==> config.mk <==
export PLATFORM = sky130hd
export DESIGN_NAME = div_mse_monitor
export DESIGN_NICKNAME = d
export VERILOG_FILES = /design/src/rtl/div_mse_monitor.sv
export SDC_FILE = /design/constraint.sdc
export NUM_CORES = 1
export LEC_CHECK = 0
export CAP_MARGIN = 20
export CELL_PAD_IN_SITES_DETAIL_PLACEMENT = 1
export CELL_PAD_IN_SITES_GLOBAL_PLACEMENT = 1
export CORE_ASPECT_RATIO = 1.5
export CORE_UTILIZATION = 56
export DETAILED_ROUTE_END_ITERATION = 6
export DONT_BUFFER_PORTS = 1
export PLACE_DENSITY_LB_ADDON = 0.1
export SYNTH_ARGS = -nofsm -noshare
export SYNTH_HDL_FRONTEND = slang
export SYNTH_SLANG_ARGS = --single-unit
==> constraint.sdc <==
create_clock -name clk -period 22.3 [get_ports clk]
set_input_delay 3.345 -clock clk [delete_from_list [all_inputs] [get_ports clk]]
set_output_delay 3.345 -clock clk [all_outputs]
set_load 0.02 [all_outputs]
==> src/rtl/div_mse_monitor.sv <==
// rtl/div_mse_monitor.sv - windowed squared-error monitor for an approximate 16/8 divider.
// Optional DIV_ZERO_SKIP_EN: samples with d==0 are counted but excluded from the statistics.
module div_mse_monitor #(
  parameter int WIN_LOG2 = 4
) (
  input  logic        clk,
  input  logic        rst,
  input  logic        start,
  input  logic        in_valid,
  output logic        in_ready,
  input  logic [15:0] n,
  input  logic [7:0]  d,
  input  logic [7:0]  q,
  input  logic [7:0]  r,
  output logic        busy,
  output logic        done,
  output logic [47:0] sum_sq,
  output logic [31:0] mse,
  output logic [16:0] max_abs_err
);

  localparam int CW = WIN_LOG2 + 1;
  localparam logic [CW-1:0] WIN_LEN = {1'b1, {WIN_LOG2{1'b0}}};

  typedef enum logic [1:0] {IDLE, RUN, DRAIN, DONE} state_t;

  state_t         state;
  logic [CW-1:0]  cnt;
  logic           accept;

  logic           in_v, in_en;
  logic [15:0]    in_n;
  logic [7:0]     in_d, in_q, in_r;

  logic           s1_v, s1_en;
  logic [15:0]    s1_n;
  logic [16:0]    s1_p;

  logic           s2_v, s2_en;
  logic [16:0]    s2_abs;
  logic [31:0]    s2_sq;

  logic [47:0]    acc;
  logic [16:0]    max_r;

  logic [16:0]        p_c;
  logic signed [17:0] e_c;
  logic [16:0]        abs_c;
  logic [31:0]        sq_c;

  assign accept = in_valid && in_ready;

  // Error is carried at 18 bits signed so n - (q*d + r) can never wrap.
  always_comb begin
    p_c   = 17'(in_q) * 17'(in_d) + 17'(in_r);
    e_c   = $signed({2'b00, s1_n}) - $signed({1'b0, s1_p});
    abs_c = e_c[17] ? 17'(-e_c) : 17'(e_c);
    sq_c  = 32'(abs_c) * 32'(abs_c);
  end

  always_ff @(posedge clk or posedge rst) begin
    if (rst) begin
      in_v   <= 1'b0;
      in_en  <= 1'b0;
      in_n   <= '0;
      in_d   <= '0;
      in_q   <= '0;
      in_r   <= '0;
      s1_v   <= 1'b0;
      s1_en  <= 1'b0;
      s1_n   <= '0;
      s1_p   <= '0;
      s2_v   <= 1'b0;
      s2_en  <= 1'b0;
      s2_abs <= '0;
      s2_sq  <= '0;
    end else begin
      in_v <= accept;
      if (accept) begin
        in_n <= n;
        in_d <= d;
        in_q <= q;
        in_r <= r;
`ifdef DIV_ZERO_SKIP_EN
        in_en <= (d != 8'd0);
`else
        in_en <= 1'b1;
`endif
      end
      s1_v   <= in_v;
      s1_en  <= in_en;
      s1_n   <= in_n;
      s1_p   <= p_c;
      s2_v   <= s1_v;
      s2_en  <= s1_en;
      s2_abs <= abs_c;
      s2_sq  <= sq_c;
    end
  end

  always_ff @(posedge clk or posedge rst) begin
    if (rst) begin
      state       <= IDLE;
      cnt         <= '0;
      in_ready    <= 1'b0;
      busy        <= 1'b0;
      done        <= 1'b0;
      acc         <= '0;
      max_r       <= '0;
      sum_sq      <= '0;
      mse         <= '0;
      max_abs_err <= '0;
    end else begin
      done <= 1'b0;
      if (s2_v && s2_en) begin
        acc <= acc + 48'(s2_sq);
        if (s2_abs > max_r) max_r <= s2_abs;
      end
      case (state)
        IDLE: begin
          if (start) begin
            state    <= RUN;
            busy     <= 1'b1;
            in_ready <= 1'b1;
            cnt      <= '0;
            acc      <= '0;
            max_r    <= '0;
          end
        end
        RUN: begin
          if (accept) begin
            cnt <= cnt + CW'(1);
            if (cnt + CW'(1) == WIN_LEN) begin
              in_ready <= 1'b0;
              state    <= DRAIN;
            end
          end
        end
        DRAIN: begin
          // Results are final once the last sample has left every stage.
          if (!(in_v || s1_v || s2_v)) begin
            state       <= DONE;
            busy        <= 1'b0;
            done        <= 1'b1;
            sum_sq      <= acc;
            mse         <= 32'(acc >> WIN_LOG2);
            max_abs_err <= max_r;
          end
        end
        DONE: begin
          state <= IDLE;
        end
        default: state <= IDLE;
      endcase
    end
  end

endmodule
## After elaboration in Yosys (flattened, before gate mapping)

Index checks and enable logic that the tools add are counted.
W data, S select, Z words.

| word-level totals | value |
|---|---|
| output and inout port bits | 100 |
| register bits after elaboration | 300 |
| input port bits | 44 |

| cells by class | value |
|---|---|
| mux-type cells | 24 |
| $add $sub $neg | 5 |
| bitwise operators | 1 |
| eq/ne operators | 8 |
| multiply operators | 2 |
| magnitude comparators | 1 |
| reduce and logical (&&, ||, !) cells | 12 |

Operators with widths:

| operator | number |
|---|---|
| $mux W48 | 3 |
| $mux W17 | 5 |
| $add A48 B32 Y48 | 1 |
| $mul A17 B17 Y32 | 1 |
| $sub A16 B17 Y18 | 1 |
| $add A16 B8 Y17 | 1 |
| $gt A17 B17 Y1 | 1 |
| $neg A17 Y17 | 1 |
| $mul A8 B8 Y16 | 1 |
| $mux W5 | 2 |
| $pmux W5 S2 | 1 |
| $mux W2 | 4 |
| $ne A2 B2 Y1 const B | 4 |
| $pmux W2 S4 | 1 |
| $reduce_and A4 Y1 | 2 |
| $mux W1 | 6 |
| $reduce_and A3 Y1 | 2 |
| $add A5 B1 Y5 const B | 1 |
| $eq A5 B5 Y1 const B | 1 |
| $eq A2 B2 Y1 const B | 2 |
| $pmux W1 S2 | 2 |
| $reduce_bool A2 Y1 | 2 |
| $eq A2 B1 Y1 const B | 1 |
| $logic_and A1 B1 Y1 | 2 |
| 4 further kinds | 5 |

## Depth between registers and ports, before layout

Gate-level depths: netlist (run 1).

| depth | value |
|---|---|
| word-level depth | 5 |
| depth in mapped cells | 36 |
| depth with buffers taken out | 35 |

## Least setup slack after synthesis (run 1)

Ideal clock, no wire load.

| path | value |
|---|---|
| kind | register to register |
| start point | reg s1_p[0] |
| end point | reg s2_sq[31] |
| library setup time | 0.134 ns |
| slack | 13.838 ns |
| data arrival time | 8.328 ns |
| stages on the path, launching flop included | 36 |
| required time | 22.166 ns |
| cell sequence | dfrtp_1 ha_1 fa_1 nand2b_1 a21oi_1 a2111oi_2 nor3b_1 nor3b_2 nand2b_1 o21a_1 xor2_1 inv_1 buf_2 nand2_1 inv_1 fa_1 inv_1 fa_1 fa_1 inv_1 fa_1 fa_1 inv_1 fa_1 inv_1 ha_1 a21o_1 a21oi_1 nand2b_1 nor2b_1 o31a_1 o41ai_1 a31oi_1 o21ai_1 a31oi_1 xnor3_1 |

| between the ends | value |
|---|---|
| word-level cells in the longest chain between the ends | 4 |

Ends and longest elaborated chain:

| item | line | RTL |
|---|---|---|
| start, declared | 37 | `logic [16:0] s1_p;` |
| start signal, assigned | 93 | `s1_p <= p_c;` |
| $sub A16 B17 Y18 * | 56 | `e_c = $signed({2'b00, s1_n}) - $signed({1'b0, s1_p});` |
| $neg A17 Y17 | 57 | `abs_c = e_c[17] ? 17'(-e_c) : 17'(e_c);` |
| $mux W17 * | 57 |  |
| net abs_c[9] | 48 | `logic [16:0] abs_c;` |
| $mul A17 B17 Y32 * | 58 | `sq_c = 32'(abs_c) * 32'(abs_c);` |
| net sq_c[31] | 49 | `logic [31:0] sq_c;` |
| end signal, assigned | 97 | `s2_sq <= sq_c;` |
| end, declared | 41 | `logic [31:0] s2_sq;` |

The timed path passes the listed nets; every way through them passes the cells marked *.
A chain may end at the register's enable or synchronous reset.

## Worst setup path in the final report (run 1)

| path | value |
|---|---|
| start point | reg s1_n[0] |
| end point | reg s2_sq[31] |

| between the ends | value |
|---|---|
| word-level cells in the longest chain between the ends | 4 |

Ends and longest elaborated chain:

| item | line | RTL |
|---|---|---|
| start, declared | 36 | `logic [15:0] s1_n;` |
| start signal, assigned | 92 | `s1_n <= in_n;` |
| $sub A16 B17 Y18 * | 56 |  |
| $neg A17 Y17 | 57 |  |
| $mux W17 * | 57 |  |
| $mul A17 B17 Y32 * | 58 |  |
| net sq_c[31] | 49 |  |

Marked as above.

==> qor.csv, run 1 <==
metric;value;unit
first-pass GRT wire length;93600;µm
PnR Total Power;0.951;mW
Area growth syn-to-layout;5.05;%
worst-case hold path end point;s2_en;
routed length per instance;20.5;µm
post-route ant nets;0;
WP data required;22.75;ns
Fin Setup TNS;0;ns
Logic pwr share;1.0;%
total clock buffers created by CTS;27;
# setup viols final;0;
GRT Util Overall;28.6;%
Final Critical Period;9.97;ns
synthesized area;22900;µm²
Post-DP Area;23100;µm²
via count;15700;
peak supply drop;0.0607;mV
FFs w/ async S/R, synth;100;%
CP max stage cell;xor2_1;
NetSw;0.212;mW
Net Sw Frac;22.3;%
post-synthesis sequential area ratio;29.1;%
post-DP HPWL;45400;µm
R2R cell count;31;
Pleak;12.9;nW
Reg power frac;50.7;%
area of the multi-input gates;14300;µm²
placement row count;90;
global route overflow;0;
DR DRC count;0;
clock buffer depth;3;
most used flip-flop cell after synthesis;dfrtp_1;
Post-CTS Setup Bufs;0;
clock power share;48.2;%
initial core utilization;56.8;%
CP Buf/Inv Count;7;
WL final;56900;µm
die height;250;µm
design area;24000;µm²
Die X;167;µm
most frequent CP cell;fa_1;
outcome;completed;
CTS tree;yes;
CTS resizes;0;
Worst-Skew Late Latency;0.57;ns
Mean Syn Cell Area;9.97;µm²
clk sinks;266;
Critical Path Start Type;flop;
clk root buf;clkbuf_16;
Least-Margin Pin Slew;1.04;ns
min-delay worst type;reg2reg;
crit-path leading delay family;adder cells;
gp weighted congestion;0.899;
Yosys reg bits;266;
critical path fanouts, max;11;
clk slew on worst S/H paths;0.06;ns
EDFF count, synth;0;
IO Pins;144;
achievable frequency;0.100;GHz
min-delay src;s1_en;
RSZ-0062 raised after global routing;false;
Min-Delay Path Depth;0;
Nets;2735;
First-pass DRT Iterations;4;
port bufs;0;
peak per-stage delay on the critical path;0.76;ns
initial antenna violation count;0;
Die Area;41700;µm²
n_diodes;0;
CP Class;reg2reg;
synth unique cells;81;
DR iter-0 viols;638;
Tcrit/Tclk final;44.7;%
layout cells sized above 1;9.13;%
cell-internal power;0.739;mW
area leader, netlist;dfrtp_1;
top cells by area, synth;dfrtp_1 (29%), fa_1 (21%), ha_1 (11%), inv_1 (6.2%), mux2_2 (4.9%);
Setup Skew;0.0159;ns
syn_nets;2784;
fillcell total;4445;
critical path capture point type;flop;
worst path arrival time;10.42;ns
FF-to-FF setup slack;12.33;ns
Slew Limit Fails;0;
H-tree depth;1;
MaxCap Viol Count;0;
Synth top area share;29.1;%
placeable core area;40300;µm²
Synth Instances;2295;
largest net degree at the start of global routing;127;
Synth Warn #;0;
Max-slew headroom;30.0;%
Fin. Hold Viols;0;
PD cells;39.6;nW/µm²
vias in the first global route;18200;
CTS Hold Bufs;0;
reg2reg end;s2_sq[31];
Via density;5.68;
FF+latch area;6660;µm²
FF-to-FF Start;s1_n[0];
==> power groups by stage <==
| stage | clock network, mW | registers [mW] | logic [mW] |
|---|---|---|---|
| final | 0.459 | 0.483 | 0.00984 |
| after global routing | 0.488 | 0.482 | 0.0120 |
| after CTS | 0.474 | 0.482 | 0.0108 |
| after detailed placement | 0 | 0.491 | 0.0107 |
| after global placement | 0 | 0.491 | 0.0104 |
| after floorplan | 0 | 0.492 | 0.00713 |
==> metrics by stage <==
stage | worst slack [ns] | hold WS [ns] | utilization (%) | instances
floorplan | 11.63 | 0.331 | - | 2295
global route | 11.74 | 0.361 | 59.6 | 2773
detailed placement | 12.35 | 0.344 | 57.4 | 2722
CTS | 12.30 | 0.358 | 59.6 | 2772
global placement | 12.72 | 0.335 | 57.4 | 2722
finish | 12.33 | 0.355 | 59.6 | 2773
==> routing by layer <==
layer | global-route usage, % | wire length (µm) | vias to the layer above
li1 | - | - | 7257
met1 | 30.1 | 20700 | 8056
met2 | 56.0 | 31800 | 291
met3 | 2.84 | 1620 | 140
met4 | 13.3 | 2790 | 0
met5 | 0 | 0 | -
==> state kept, by name (all words and copies together), names as in the netlist, 8 cells and up <==
signal	count
max_r	17
s1_p	17
acc	48
max_abs_err	17
in_q	8
in_n	16
s2_sq	31
in_d	8
sum_sq	48
in_r	8
s1_n	16
s2_abs	16
==> cells by family (layout without fill, tap and decap cells) <==
| logic type | count (synthesis) | count (layout) | share of synthesized area, % |
|---|---|---|---|
| buffers and inverters | 482 | 454 | 8.51 |
| AO/OA/AOI/OAI | 327 | 327 | 9.21 |
| adder cells (fa/ha/maj) | 445 | 445 | 32.0 |
| flip-flops | 266 | 266 | 29.1 |
| multiplexers | 121 | 121 | 5.85 |
| XOR/XNOR | 106 | 106 | 4.35 |
| AND/OR/NAND/NOR | 548 | 548 | 11.0 |
==> synthesized netlist by cell type, drive strengths merged (4+ instances only) <==
master	instances
a22o	6
xor2	31
o21ai	59
or2	10
o21a	14
dfrtp	266
mux2	100
o21bai	7
a31oi	10
a21o	48
inv	388
nor3b	4
a211oi	14
and2	31
a31o	6
o31ai	5
nor2	167
a21oi	111
xnor2	74
nand2b	19
ha	210
nor2b	15
or3	9
nor3	21
fa	235
nand4	12
and4	4
nand3	22
nand2	212
o211ai	5
mux2i	21
a211o	5
and3	9
buf	46
clkbuf	45
a21boi	8
==> how the worst max path moves through the flow <==
stage	slack (ns)	endpoint	start	cells past startpoint
after floorplan	11.63	acc[0]	rst	1
after global placement	12.72	s2_sq[31]	s1_p[0]	30
after detailed placement	12.35	s2_sq[31]	s1_n[0]	36
after CTS	12.30	s2_sq[31]	s1_n[0]	36
after global routing	11.74	s2_sq[31]	s1_n[0]	31
final	12.33	s2_sq[31]	s1_n[0]	31
==> final cells by class <==
cell class | count | area share (%)
tap | 506 | 2.63
sequential | 266 | 27.7
inverter | 391 | 6.14
timing repair buffer | 13 | 0.437
clock inverter | 15 | 0.650
clock buffer | 35 | 3.02
multi-input combinational | 1547 | 59.4
==> placed cells by master (no fill, tap or decap), types with 53 or more instances in the layout <==
cell / instances
nor2_1: 167
nand2_1: 211
dfrtp_1: 266
a21oi_1: 110
o21ai_0: 53
mux2_2: 99
xnor2_1: 71
ha_1: 210
inv_1: 378
fa_1: 235
Power figures use the tool's default switching activity.
==> run 2: changes to the inputs <==
--- a/config.mk
+++ b/config.mk
@@ -9,7 +9,7 @@
 export CELL_PAD_IN_SITES_DETAIL_PLACEMENT = 1
 export CELL_PAD_IN_SITES_GLOBAL_PLACEMENT = 1
 export CORE_ASPECT_RATIO = 1.5
-export CORE_UTILIZATION = 56
+export CORE_UTILIZATION = 47
 export DETAILED_ROUTE_END_ITERATION = 6
 export DONT_BUFFER_PORTS = 1
 export PLACE_DENSITY_LB_ADDON = 0.1
==> constraint.sdc (replaced) <==
create_clock -name clk -period 8.7 [get_ports clk]
set_input_delay 1.305 -clock clk [delete_from_list [all_inputs] [get_ports clk]]
set_output_delay 1.305 -clock clk [all_outputs]
set_load 0.02 [all_outputs]
==> run 2 against run 1 <==
Sequential cell count is the same. Via count grew 0.54%. Wire length grew 0.22%. Critical path type unchanged. Largest cell class unchanged. Largest power group unchanged.
==> qor.csv, run 2 (synthesis gave the netlist of run 1 again) <==
metric;value;unit;change
outcome;completed;;unchanged
placement row count;98;;was 90
critical path capture point type;flop;;unchanged
Placed Instances;2885;;was 2,722
CTS tree;yes;;unchanged
Pleak;13.4;nW;was 12.9 nW
Worst-Skew Late Latency;0.60;ns;was 0.57 ns
via count;15800;;was 15,700
n_diodes;0;;unchanged
MaxCap Viol Count;0;;unchanged
clk sinks;266;;unchanged
GR met3 Demand/Resource;1.85;%;was 2.84%
post-route ant nets;0;;unchanged
initial antenna violation count;0;;unchanged
Max-slew headroom;31.0;%;was 30.0%
Die Area;49600;µm²;was 41,700 µm²
Final Critical Period;8.37;ns;was 9.97 ns
Nets;2814;;was 2,735
worst path arrival time;8.85;ns;was 10.42 ns
clk root buf;clkbuf_16;;unchanged
most frequent CP cell;fa_1;;unchanged
# setup viols final;0;;unchanged
min-delay worst type;reg2reg;;unchanged
die height;272;µm;was 250 µm
H-tree depth;1;;unchanged
clk slew on worst S/H paths;0.07;ns;was 0.06 ns
gp weighted congestion;0.884;;was 0.899
total clock buffers created by CTS;28;;was 27
Via density;5.37;;was 5.68
global route overflow;0;;unchanged
design area;25000;µm²;was 24,000 µm²
pre-CTS setup slack;-0.0436;ns;was 12.35 ns
Slew Limit Fails;0;;unchanged
DR DRC count;0;;unchanged
Post-DP Area;23800;µm²;was 23,100 µm²
Fin. Hold Viols;0;;unchanged
achievable frequency;0.119;GHz;was 0.100 GHz
CP Class;reg2reg;;unchanged
Fin Setup TNS;0;ns;unchanged
routed length per instance;19.4;µm;was 20.5 µm
largest net degree at the start of global routing;136;;was 127
placeable core area;47800;µm²;was 40,300 µm²
fillcell total;5241;;was 4,445
GRT Util Overall;23.7;%;was 28.6%
clock buffer depth;3;;unchanged
CP max stage cell;fa_1;;was xor2_1
Setup Skew;0.0309;ns;was 0.0159 ns
post-route setup slack;0.329;ns;was 12.33 ns
initial core utilization;47.9;%;was 56.8%
PnR Total Power;2.50;mW;was 0.951 mW
hold slack;0.355;ns;about the same
CTS Hold Bufs;0;;unchanged
layout cells sized above 1;13.4;%;was 9.13%
Largest regs;acc x48, sum_sq x48, s2_sq x31;;unchanged
first-pass GRT wire length;92600;µm;was 93,600 µm
Post-Layout Cell Count;2946;;was 2,773
met2 usage;46.9;%;was 56.0%
DR iter-0 viols;519;;was 638
Least-Margin Pin Slew;1.04;ns;about the same
commonest cells after routing, fill and taps aside;inv_1 (378), dfrtp_1 (266), fa_1 (234), nand2_1 (211), ha_1 (205);;was inv_1 (378), dfrtp_1 (266), fa_1 (235), nand2_1 (211), ha_1 (210)
gr busiest metal;met2;;unchanged
PD cells;100;nW/µm²;was 39.6 nW/µm²
WL final;57000;µm;was 56,900 µm
Die X;182;µm;was 167 µm
crit-path leading delay family;adder cells;;unchanged
First-pass DRT Iterations;4;;unchanged
Critical Path Start Type;flop;;unchanged
Tcrit/Tclk final;96.2;%;was 44.7%
grt met1 use;25.5;%;was 30.1%
Area growth syn-to-layout;9.21;%;was 5.05%
CP Buf/Inv Count;6;;was 7
vias in the first global route;18000;;was 18,200
commonest non-fill, non-tap cell in the layout;inv_1;;unchanged
port bufs;0;;unchanged
final core occ;52.3;%;was 59.6%
IO Pins;144;;unchanged
peak supply drop;0.151;mV;was 0.0607 mV
post-DP HPWL;45700;µm;was 45,400 µm
WP data required;9.18;ns;was 22.75 ns
peak per-stage delay on the critical path;0.56;ns;was 0.76 ns
critical path fanouts, max;8;;was 11
run 2: final timing paths:
kind	slack, ns	cells after the start	to	start
max in group asynchronous	6.61	2	in_n[2]	rst
min	0.35	0	s2_en	s1_en
max	0.33	32	s2_sq[31]	s1_p[0]
max reg2reg	0.33	32	s2_sq[31]	s1_p[0]
min reg2reg	0.35	0	s2_en	s1_en
min in group asynchronous	0.73	1	s2_abs[8]	rst
run 2: layout make-up:
class	instances	area, µm²	area share, %
multi-input cells	1547	14500	57.8
clock buffers	39	802	3.21
flip-flops and latches	266	6660	26.6
inverters	391	1480	5.90
well taps	600	751	3.00
clock inverters	12	155	0.621
repair buffers	91	703	2.81
run 2: layer usage:
layer / up-vias / part of all wire [%] / wire length, µm
li1: 7392 / - / -
met1: 8091 / 38 / 21600
met2: 228 / 56 / 31800
met3: 118 / 2.2 / 1240
met4: 0 / 4.1 / 2340
met5: - / 0 / 0
run 2: power by group:
part | leakage [nW] | switching (mW) | internal [mW]
Combinational | 9.67 | 0.0238 | 0.00149
Sequential | 3.24 | 0 | 1.24
Clock | 0.456 | 0.528 | 0.708
run 2: repair_timing:
action / 4_1_cts / 5_1_grt
gates resized for setup: 4 / 29
setup buffers: 2 / 7
pin swaps: 0 / 10
gates cloned: 0 / 0
endpoints found under the setup margin: 1 / 7
==> patch 1, RTL diff (flow settings as in run 1) <==
Build with the macro `DIV_ZERO_SKIP_EN` defined.
--- a/src/rtl/div_mse_monitor.sv
+++ b/src/rtl/div_mse_monitor.sv
@@ -1,5 +1,7 @@
 // rtl/div_mse_monitor.sv - windowed squared-error monitor for an approximate 16/8 divider.
 // Optional DIV_ZERO_SKIP_EN: samples with d==0 are counted but excluded from the statistics.
+`define DIV_ZERO_SKIP_EN
+
 module div_mse_monitor #(
   parameter int WIN_LOG2 = 4
 ) (
Function: same outputs for any inputs over 10 cycles, from zero or initial values and one cycle with rst high; that may be too few to reach the edited logic, so the function may still have changed.
==> patch 1 against run 1 <==
Sequential cell count unchanged. Routed wire length shrank 2.2%. Sequential share of layout area is 0.14 points lower. Non-clock buffer count stayed put. Synthesized area grew 0.81%. Clock skew shrank 0.0027 ns. Setup slack worse by 0.41 ns. Die area increased by 0.80%. Sequential power hardly changed. Final area rose by 0.50%. Synthesized cell count unchanged. Total power down 3.5%. Cell count down 0.11%. Largest cell class unchanged. Largest power group unchanged.
==> patch 1: results (changes against run 1) <==
| Metric | Value |
|---|---|
| Crit Path Max Fanout | `12 (was 11)` |
| Worst flop-to-flop path startpoint | `s1_p[0] (was s1_n[0])` |
| Adder-Cell Fraction of Synth Area | `31.8% (was 32.0%)` |
| FF-to-FF path depth | `32 (was 31)` |
| Share of cells above drive strength 1 | `9.46% (was 9.13%)` |
| Met1 Wirelength | `20.1 mm (was 20.7 mm)` |
| Status | `completed (unchanged)` |
| Pin count of the biggest net entering global routing | `82 (was 127)` |
| Clk_skew | `0.0132 ns (was 0.0159 ns)` |
| First-pass GRT wire length | `91.9 mm (was 93.6 mm)` |
| Worst Slack Setup Final | `11.92 ns (was 12.33 ns)` |
| Max incr delay on CP | `0.80 ns (was 0.76 ns)` |
| Final net count | `2732 (was 2735)` |
| Seq/Total Area, Yosys | `28.9% (was 29.1%)` |
| Worst slew pin tran | `1.05 ns (was 1.04 ns)` |
| Global placement routability congestion | `0.898 (was 0.899)` |
| Via/cell ratio | `5.67 (was 5.68)` |
| DRT Pass-1 Iters | `4 (unchanged)` |
| Vias in the first global route | `18.2k (about the same)` |
| Synth Area in Compound Gates | `9.24% (was 9.21%)` |
| Post-detail-place hpwl | `45.3 mm (was 45.4 mm)` |
| Top post-synthesis cells by area | `dfrtp_1 (29%), fa_1 (20%), ha_1 (11%) (was dfrtp_1 (29%), fa_1 (21%), ha_1 (11%))` |
| 1st-iter DRT viols | `569 (was 638)` |
| Reg-to-reg slack, setup | `11.92 ns (was 12.33 ns)` |
| Post-synthesis xor/xnor area fraction | `4.44% (was 4.35%)` |
| GRT Overall Usage | `27.8% (was 28.6%)` |
| Fill count | `4427 (was 4445)` |
| Largest regs | `acc: 48 flops, sum_sq: 48 flops, s2_sq: 31 flops (unchanged)` |
| Met2 wire length | `31.7 mm (was 31.8 mm)` |
| Lkg Pwr | `13.0 nW (was 12.9 nW)` |
| Met3 WL post-DR | `1.28 mm (was 1.62 mm)` |
| Post-detailed-route wirelength per cell | `20.1 um (was 20.5 um)` |
| Synth top cells by count | `inv_1 (388), dfrtp_1 (266), nand2_1 (236), fa_1 (235), ha_1 (210) (was inv_1 (380), dfrtp_1 (266), fa_1 (235), nand2_1 (212), ha_1 (210))` |
| WP data arrival | `10.82 ns (was 10.42 ns)` |
[patch 1: metal layers]
| metal | track usage, % | vias to the layer above |
|---|---|---|
| li1 | - | 7257 |
| met1 | 28.7 | 8022 |
| met2 | 55.9 | 284 |
| met3 | 2.05 | 144 |
| met4 | 12.4 | 0 |
| met5 | 0 | - |
[patch 1: power by group]
part	leakage [nW]	switching [W]	total, W	internal (W)
clock	0.394	0.000190	0.000425	0.000235
combinational	9.31	0.00000943	0.0000105	0.00000111
sequential	3.27	0	0.000483	0.000483
[patch 1: worst max path at each step]
stage | end | cells after the start
3_3_place_gp | s2_sq[31] | 33
3_5_place_dp | s2_sq[31] | 33
6_report | s2_sq[31] | 32
5_1_grt | s2_sq[31] | 32
4_1_cts | s2_sq[31] | 33
2_1_floorplan | acc[0] | 1
[patch 1: stage by stage]
stage                     cell area [um^2]  util, %  cells  hold slack (ns)  power [W]
after floorplan                      23100        -   2295            0.331   0.000499
after CTS                            24100     59.7   2767            0.352   0.000932
after detailed placement             23300     57.6   2719            0.338   0.000502
after global placement               23300     57.6   2719            0.335   0.000502
final                                24200     59.8   2770            0.348   0.000918
after global routing                 24200     59.8   2769            0.381   0.000949
[patch 1: logic make-up (layout without fill, tap and decap cells)]
group           count (synthesis)  count (layout)
mux                           122             122
simple gates                  556             556
buf+inv                       494             462
xor+xnor                      103             103
other cells                     0               1
compound gates                309             309
flops                         266             266
fa+ha+maj                     445             445
[patch 1: final cells by class]
class	count	area [um^2]	share of cell area, %
multi-input cells	1535	14400	59.7
flip-flops and latches	266	6660	27.5
inverters	401	1520	6.28
clock buffers	41	757	3.13
well taps	506	633	2.62
repair buffers	13	121	0.502
clock inverters	7	61.3	0.254
diodes	1	2.50	0.0104
==> patch 2, RTL diff (flow settings as in run 1) <==
Made on the original files. Encoding of `state_t`: now one-hot (4 bits for 4 states).
--- a/src/rtl/div_mse_monitor.sv
+++ b/src/rtl/div_mse_monitor.sv
@@ -22,7 +22,7 @@
   localparam int CW = WIN_LOG2 + 1;
   localparam logic [CW-1:0] WIN_LEN = {1'b1, {WIN_LOG2{1'b0}}};
 
-  typedef enum logic [1:0] {IDLE, RUN, DRAIN, DONE} state_t;
+  typedef enum logic [3:0] {IDLE = 4'b0001, RUN = 4'b0010, DRAIN = 4'b0100, DONE = 4'b1000} state_t;
 
   state_t         state;
   logic [CW-1:0]  cnt;
Function: same outputs for any inputs over 10 cycles, from zero or initial values and one cycle with rst high; not proved beyond that.
==> patch 2 against run 1 <==
First-iteration DRC count decreased by 9.4%. Routed wire length up 2.8%. Final area up 0.41%. Clock skew increased by 0.0030 ns. Critical path depth rose by 2. Largest cell class unchanged. Die area rose by 0.48%. Sequential cell count is 2 higher. Setup slack worse by 0.58 ns. Synthesized area grew 0.48%.
Power is not shown: default switching activity piles up to over one toggle a cycle in this logic, so the estimate is an artifact.
==> patch 2: results (changes against run 1) <==
| Metric | Value |
|---|---|
| Critical Path Slowest Stage Cell | `xnor2_1 (was xor2_1)` |
| Clk_lat worst skew | `0.59 ns (was 0.57 ns)` |
| Share of cells above drive strength 1 | `5.24% (was 9.13%)` |
| Global placement routability congestion | `0.918 (was 0.899)` |
| Post-Synthesis Cells | `2451 (was 2295)` |
| Met3 usage in global routing | `2.35% (was 2.84%)` |
| M1 GR Usage | `29.8% (was 30.1%)` |
| 1st-iter DRT viols | `578 (was 638)` |
| Placement Cell Area | `23200 um^2 (was 23100 um^2)` |
| Highest Clock Rate | `94.7 MHz (was 100 MHz)` |
| Vias after detailed routing | `16.6k (was 15.7k)` |
| Top post-synthesis cells by area | `dfrtp_1 (29%), fa_1 (20%), ha_1 (11%) (was dfrtp_1 (29%), fa_1 (21%), ha_1 (11%))` |
| Via/cell ratio | `5.69 (was 5.68)` |
| Aggregate routed wire length | `58.5 mm (was 56.9 mm)` |
| DP Cell Count | `2858 (was 2722)` |
| Pin count of the biggest net entering global routing | `152 (was 127)` |
| First-pass GRT wire length | `95.9 mm (was 93.6 mm)` |
| Synth top cells by count | `nand2_1 (392), inv_1 (385), dfrtp_1 (267), fa_1 (235), ha_1 (207) (was inv_1 (380), dfrtp_1 (266), fa_1 (235), nand2_1 (212), ha_1 (210))` |
| Clk_skew | `0.0189 ns (was 0.0159 ns)` |
| Worst flop-to-flop path startpoint | `s1_p[0] (was s1_n[0])` |
| Synth cell types | `82 (was 81)` |
| FF-to-FF path depth | `33 (was 31)` |
| Status | `completed (unchanged)` |
| M2 GR Usage | `57.1% (was 56.0%)` |
| Vias in the first global route | `19.1k (was 18.2k)` |
| Worst Hold Margin | `0.355 ns (about the same)` |
| Root buffer cell | `clkbuf_16 (unchanged)` |
| Seq/Total Area, Yosys | `29.2% (was 29.1%)` |
| Max_slew headroom | `28.2% (was 30.0%)` |
## patch 2: logic make-up after synthesis
logic type	count (synthesis)	synth area share (%)
XOR/XNOR	104	4.11
AO/OA/AOI/OAI	373	10.3
AND/OR/NAND/NOR	721	14.0
flip-flops	268	29.2
adder cells (fa/ha/maj)	442	31.7
multiplexers	38	1.83
buffers and inverters	505	8.90
## patch 2: cell type report
| type | instances | area [um^2] |
|---|---|---|
| clock buffers | 36 | 749 |
| clock inverters | 14 | 199 |
| fillers | 4544 | 16200 |
| inverters | 394 | 1490 |
| multi-input cells | 1678 | 14200 |
| flip-flops and latches | 268 | 6710 |
| well taps | 506 | 633 |
| repair buffers | 14 | 118 |
## patch 2: per-layer routing
layer | vias up | part of all wire (%)
met3 | 152 | 2.4
li1 | 7676 | -
met2 | 305 | 56
met1 | 8438 | 36
met5 | - | 0
met4 | 0 | 5.4
